## config.mk

```make
export PLATFORM = sky130hd
export DESIGN_NAME = mem_access_unit
export DESIGN_NICKNAME = d
export VERILOG_FILES = /design/src/rtl/mem_access_unit.sv
export SDC_FILE = /design/constraint.sdc
export NUM_CORES = 1
export LEC_CHECK = 0
export CAP_MARGIN = 0
export CORE_AREA = 2 2 120 122
export DETAILED_ROUTE_END_ITERATION = 10
export DIE_AREA = 0 0 122 124
export PLACE_DENSITY = 0.79
export SYNTH_ARGS = -nofsm -noshare
export SYNTH_HDL_FRONTEND = slang
export SYNTH_SLANG_ARGS = --single-unit
```

## constraint.sdc

```tcl
create_clock -name clk_i -period 5.2 [get_ports clk_i]
set_clock_uncertainty 0.05 [all_clocks]
set_input_delay 1.04 -clock clk_i [delete_from_list [all_inputs] [get_ports clk_i]]
set_output_delay 1.04 -clock clk_i [all_outputs]
set_load 0.005 [all_outputs]
```

## src/rtl/mem_access_unit.sv

```systemverilog
// mem_access_unit: load/store front-end between the CPU datapath and a word-wide
// data RAM. Sub-word loads are lane-selected and sign/zero extended; sub-word
// stores are done as an atomic read-modify-write. One access in flight.
// Optional feature macro: MAU_MISALIGN_ERR_EN (reject misaligned/illegal requests).
module mem_access_unit #(
    parameter int unsigned WIDTH = 32
) (
    input  logic             clk_i,
    input  logic             rst_i,
    input  logic             req_valid_i,
    output logic             req_ready_o,
    input  logic             req_we_i,
    input  logic [2:0]       req_funct3_i,
    input  logic [WIDTH-1:0] req_addr_i,
    input  logic [WIDTH-1:0] req_wdata_i,
    output logic             rsp_valid_o,
    input  logic             rsp_ready_i,
    output logic [WIDTH-1:0] rsp_rdata_o,
    output logic             rsp_err_o,
    output logic [WIDTH-1:0] ram_a_o,
    output logic             ram_we_o,
    output logic [WIDTH-1:0] ram_wd_o,
    input  logic [WIDTH-1:0] ram_rd_i
);

    localparam logic [1:0] SZ_B = 2'd0;
    localparam logic [1:0] SZ_H = 2'd1;
    localparam logic [1:0] SZ_W = 2'd2;

    typedef enum logic [1:0] {
        S_IDLE,
        S_ACCESS,
        S_WRITE,
        S_RESP
    } state_t;

    state_t state;
    state_t state_nx;

    logic             we_q;
    logic [1:0]       size_q;
    logic             uns_q;
    logic [1:0]       off_q;
    logic [WIDTH-1:0] wdata_q;

    logic [1:0]       size_c;
    logic [1:0]       off_c;
    logic             reject_c;
    logic [4:0]       sh_c;
    logic [WIDTH-1:0] lane_c;
    logic [WIDTH-1:0] load_c;
    logic [WIDTH-1:0] mask_c;
    logic [WIDTH-1:0] ins_c;
    logic [WIDTH-1:0] merge_c;

    // Request decode: access size, effective lane offset and rejection
    always_comb begin
        size_c   = (req_funct3_i[1:0] == 2'b11) ? SZ_W : req_funct3_i[1:0];
        off_c    = req_addr_i[1:0];
        reject_c = 1'b0;
        if (size_c == SZ_H) off_c[0] = 1'b0;
        if (size_c == SZ_W) off_c    = 2'b00;
`ifdef MAU_MISALIGN_ERR_EN
        if ((req_funct3_i == 3'b011) || (req_funct3_i == 3'b110) || (req_funct3_i == 3'b111))
            reject_c = 1'b1;
        if (req_we_i && req_funct3_i[2])
            reject_c = 1'b1;
        if ((size_c == SZ_H) && req_addr_i[0])
            reject_c = 1'b1;
        if ((size_c == SZ_W) && (req_addr_i[1:0] != 2'b00))
            reject_c = 1'b1;
`endif
    end

    // Load lane extraction/extension and store read-modify-write merge
    always_comb begin
        sh_c   = {off_q, 3'b000};
        lane_c = ram_rd_i >> sh_c;
        mask_c = '1;
        ins_c  = wdata_q;
        case (size_q)
            SZ_B: begin
                load_c = uns_q ? WIDTH'(lane_c[7:0])
                               : {{(WIDTH-8){lane_c[7]}}, lane_c[7:0]};
                mask_c = WIDTH'(8'hFF) << sh_c;
                ins_c  = WIDTH'(wdata_q[7:0]) << sh_c;
            end
            SZ_H: begin
                load_c = uns_q ? WIDTH'(lane_c[15:0])
                               : {{(WIDTH-16){lane_c[15]}}, lane_c[15:0]};
                mask_c = WIDTH'(16'hFFFF) << sh_c;
                ins_c  = WIDTH'(wdata_q[15:0]) << sh_c;
            end
            default: begin
                load_c = ram_rd_i;
            end
        endcase
        merge_c = (ram_rd_i & ~mask_c) | (ins_c & mask_c);
    end

    // State register
    always_ff @(posedge clk_i or posedge rst_i) begin
        if (rst_i) state <= S_IDLE;
        else       state <= state_nx;
    end

    // Next-state logic
    always_comb begin
        state_nx = state;
        case (state)
            S_IDLE:   if (req_valid_i) state_nx = reject_c ? S_RESP : S_ACCESS;
            S_ACCESS: state_nx = we_q ? S_WRITE : S_RESP;
            S_WRITE:  state_nx = S_RESP;
            S_RESP:   if (rsp_ready_i) state_nx = S_IDLE;
            default:  state_nx = S_IDLE;
        endcase
    end

    // Handshake and write strobe decoded straight from the state register
    assign req_ready_o = (state == S_IDLE);
    assign rsp_valid_o = (state == S_RESP);
    assign ram_we_o    = (state == S_WRITE);

    // Request capture, RAM address/data and response registers
    always_ff @(posedge clk_i or posedge rst_i) begin
        if (rst_i) begin
            we_q        <= 1'b0;
            size_q      <= SZ_B;
            uns_q       <= 1'b0;
            off_q       <= 2'b00;
            wdata_q     <= '0;
            ram_a_o     <= '0;
            ram_wd_o    <= '0;
            rsp_rdata_o <= '0;
            rsp_err_o   <= 1'b0;
        end else begin
            case (state)
                S_IDLE: begin
                    if (req_valid_i) begin
                        we_q        <= req_we_i;
                        size_q      <= size_c;
                        uns_q       <= req_funct3_i[2];
                        off_q       <= off_c;
                        wdata_q     <= req_wdata_i;
                        ram_a_o     <= {req_addr_i[WIDTH-1:2], 2'b00};
                        rsp_rdata_o <= '0;
                        rsp_err_o   <= reject_c;
                    end
                end
                S_ACCESS: begin
                    if (we_q) ram_wd_o    <= merge_c;
                    else      rsp_rdata_o <= load_c;
                end
                default: ;
            endcase
        end
    end

endmodule

```

==> flow_metrics.py <==
metrics = {
    "yosys": {
        "ys_ff_latch": 134,
        "asyncSetResetFlopFracSynth_pct": 100,
        "synthAdderAreaFrac_pct": 1.00,
        "syn_area_per_cell_sq_um": 11.3,
        "synth_seq_area_share_pct": 53.6,
        "area_fraction_in_compound_gates_after_synthesis_pct": 19.0,
        "dominant_combinational_cell_family_by_area_after_synthesis": "compound AO/OA/AOI/OAI gates",
        "count_of_flip_flops_with_a_built_in_enable_after_synthesis": 0,
        "synth.mux.area_fraction_pct": 13.1,
        "synth_area_in_simple_gates_pct": 9.11,
        "synth_top_flop_cell": "sky130_fd_sc_hd__dfrtp_1",
        "syn-instance-count": 553,
        "synth_warnings": 0,
        "ys_types": 48,
        "post_synth_instance_area_sq_um": 6250,
        "synth-xor-area-share_pct": 0.140,
    },
    "critical_path": {
        "worstReg2RegStart": "state[0]",
        "timing.critical_path.to": "ram_a_o[28]",
        "path_class": "in -> reg",
        "worst_ep_required_time_ns": 5.45,
        "setup.worst_path.start": "req_valid_i",
        "critical_path.startpoint_type": "primary input",
        "cpLargestDelayFamily": "simple AND/OR/NAND/NOR gates",
        "setup_crit_end_kind": "register",
        "critical_path.max_fanout": 54,
        "cp_cell_sequence": "clkdlybuf4s50_1, nand2_2, buf_4, mux2_1",
        "worst-r2r-cell-count": 5,
        "critical_path.n_buffers_inverters": 2,
        "timing.reg2reg.setup_slack_ns": 2.53,
        "critical_path.reg2reg.endpoint": "ram_a_o[28]",
        "cp_slowest_cell": "sky130_fd_sc_hd__nand2_2",
        "timing.critical_path.arrival_ns": 3.14,
        "crit_path_largest_cell_delay_ns": 0.86,
        "timing.critical_path.depth": 4,
    },
    "sta": {
        "setup_viol_count_final": 0,
        "hold_viol": 0,
        "final_max_slew_viol_count": 0,
        "rsz_0062_raised_after_global_routing": "false",
        "min_period_ns": 2.90,
        "slew_headroom_pct": 18.9,
        "fin_tns_setup_ns": 0,
        "worst_tran_pin_value_ns": 1.21,
        "min_period_over_period_pct": 55.7,
        "hold_slack_ns": 0.421,
        "setup_slack_ns": 2.30,
        "achievable-frequency_mhz": 345,
    },
    "floorplanning": {
        "floorplan.io_pins": 204,
        "floorplan.die_area_sq_um": 15100,
        "fp.coreArea_sq_um": 13700,
        "die_width_um": 122,
        "die_h_um": 124,
        "start_util_pct": 45.6,
        "placement_rows": 43,
    },
    "global_routing": {
        "number_of_global_route_vias_before_repair": 5306,
        "met1_layer_usage_reported_by_global_route_pct": 31.8,
        "global_route.peak_usage_layer": "met2",
        "grt_start_max_net_pins": 73,
        "groute.usage.overall_pct": 25.4,
        "grtUsageMet2_pct": 40.7,
        "grt_remaining_overflow": 0,
        "grt_first_pass_wirelength_mm": 28.8,
        "met3_usage_pct": 8.93,
        "number_of_antenna_violations_at_the_first_check_in_global_routing": 1,
    },
    "finish": {
        "instances_no_fill": 932,
        "post_route_cells_drive_above_1_share_pct": 11.7,
        "final_net_count": 847,
        "finalCoreUtilization_pct": 65.4,
        "most_common_library_cell_in_the_layout_ignoring_fill_and_taps": "sky130_fd_sc_hd__clkdlybuf4s50_1",
        "post-route-cell-area_sq_um": 8970,
        "layout.cells.most_common_list": "200 x sky130_fd_sc_hd__clkdlybuf4s50_1, 134 x sky130_fd_sc_hd__dfrtp_1, 69 x sky130_fd_sc_hd__nand2_1",
        "synthToLayoutAreaGrowth_pct": 43.5,
    },
    "clock_tree": {
        "cts_root_buf": "sky130_fd_sc_hd__clkbuf_16",
        "cts_max_path_buffers": 2,
        "tritoncts_clock_tree": "done",
        "worst_setup_hold_path_clk_slew_ns": 0.06,
        "clock_insertion_delay_worst_skew_ns": 0.42,
        "post_cts_resized": 0,
        "holdBufCountCts": 0,
        "postCtsSetupBuffers": 0,
        "cts.sinks": 134,
        "cts_made_buffers": 17,
        "clock_tree.htree_level_count": 4,
    },
    "routing": {
        "first_iter_violations": 440,
        "drt_drc_violations_left": 0,
        "via_count": 5292,
        "avgViaCountPerCell": 5.68,
        "wirelength_mm": 18.6,
        "wl_per_cell_um": 20.0,
        "drt_first_pass_iters": 5,
        "ant_nets": 0,
    },
    "power_and_ir_drop": {
        "report.power.total_mw": 5.58,
        "vdd.ir_drop.worst_v": 0.000310,
        "total_leakage_power_nw": 3.69,
        "power_density_nw_per_um2": 622,
    },
    "place": {
        "dpl.hpwl_mm": 13.6,
        "dp_slack_ns": 1.83,
        "portBuffers": 200,
        "gpl_congestion": 0.909,
        "placement.cell_area_sq_um": 8320,
        "dpl.cell_count": 899,
    },
    "outcome": {
        "outcome": "finished clean",
    },
    "worst_hold_path": {
        "hp-class": "reg -> reg",
    },
    "flow_run": {
        "max_cap_violations": 0,
    },
}
==> flip-flops by register name (all words and copies together), names as in the netlist <==
| signal | count |
|---|---|
| off_q | 2 |
| ram_a_o | 30 |
| ram_wd_o | 32 |
| rsp_rdata_o | 32 |
| size_q | 2 |
| state | 2 |
| uns_q | 1 |
| wdata_q | 32 |
| we_q | 1 |
==> cell usage after synthesis, drive strengths merged, types with 7 or more instances <==
cell / count / area share, %
dfrtp: 134 / 54
nand2: 70 / 4.2
mux2: 67 / 12
o21ai: 43 / 3.5
nor2: 34 / 2.2
a221o: 32 / 5.1
a21oi: 31 / 2.7
buf: 23 / 2.4
clkbuf: 20 / 1.2
a31oi: 9 / 0.90
nand2b: 9 / 0.90
o22ai: 9 / 0.90
a222oi: 8 / 1.3
o221ai: 7 / 0.98
==> power breakdown <==
| part | leakage (nW) | internal (mW) | switching [mW] |
|---|---|---|---|
| clock | 0.319 | 0.873 | 0.451 |
| sequential | 1.62 | 1.52 | 0.412 |
| combinational | 1.76 | 1.27 | 1.06 |
| total | 3.69 | 3.66 | 1.92 |
==> metal layers <==
layer  part of all wire [%]  vias up
met5                      0        -
met4                    2.6        0
met3                    9.6       34
met2                     48      274
met1                     40     2590
li1                       -     2394
==> logic make-up after synthesis <==
| family | after synthesis |
|---|---|
| fa+ha+maj | 5 |
| other cells | 1 |
| mux | 73 |
| compound gates | 163 |
| flops | 134 |
| simple gates | 128 |
| xor+xnor | 1 |
| buf+inv | 48 |
==> worst min-delay path, stage by stage (launching register included) <==
cell and delay, ns:
sky130_fd_sc_hd__dfrtp_1 0.34, sky130_fd_sc_hd__nand2_1 0.05, sky130_fd_sc_hd__nand2_1 0.05
==> area by class of cell <==
cell class	instances	area, sq um
fill	1071	4740
tap	180	225
clock inverter	13	203
clock buffer	19	453
timing repair buffer	207	2050
inverter	5	21.3
antenna	1	2.50
sequential	134	3350
multi-input combinational	373	2660
==> how the worst min path moves through the flow <==
stage,end,start,cells past startpoint,slack (ns)
final,rsp_rdata_o[5],rsp_rdata_o[5],2,0.42
after global routing,rsp_rdata_o[1],rsp_rdata_o[1],2,0.45
after CTS,rsp_rdata_o[4],rsp_rdata_o[4],2,0.43
after detailed placement,rsp_rdata_o[4],rsp_rdata_o[4],2,0.42
after global placement,rsp_rdata_o[5],rsp_rdata_o[5],2,0.40
after floorplan,rsp_rdata_o[1],rsp_rdata_o[1],2,0.41
Note: power is estimated with default switching activity, not from simulation.
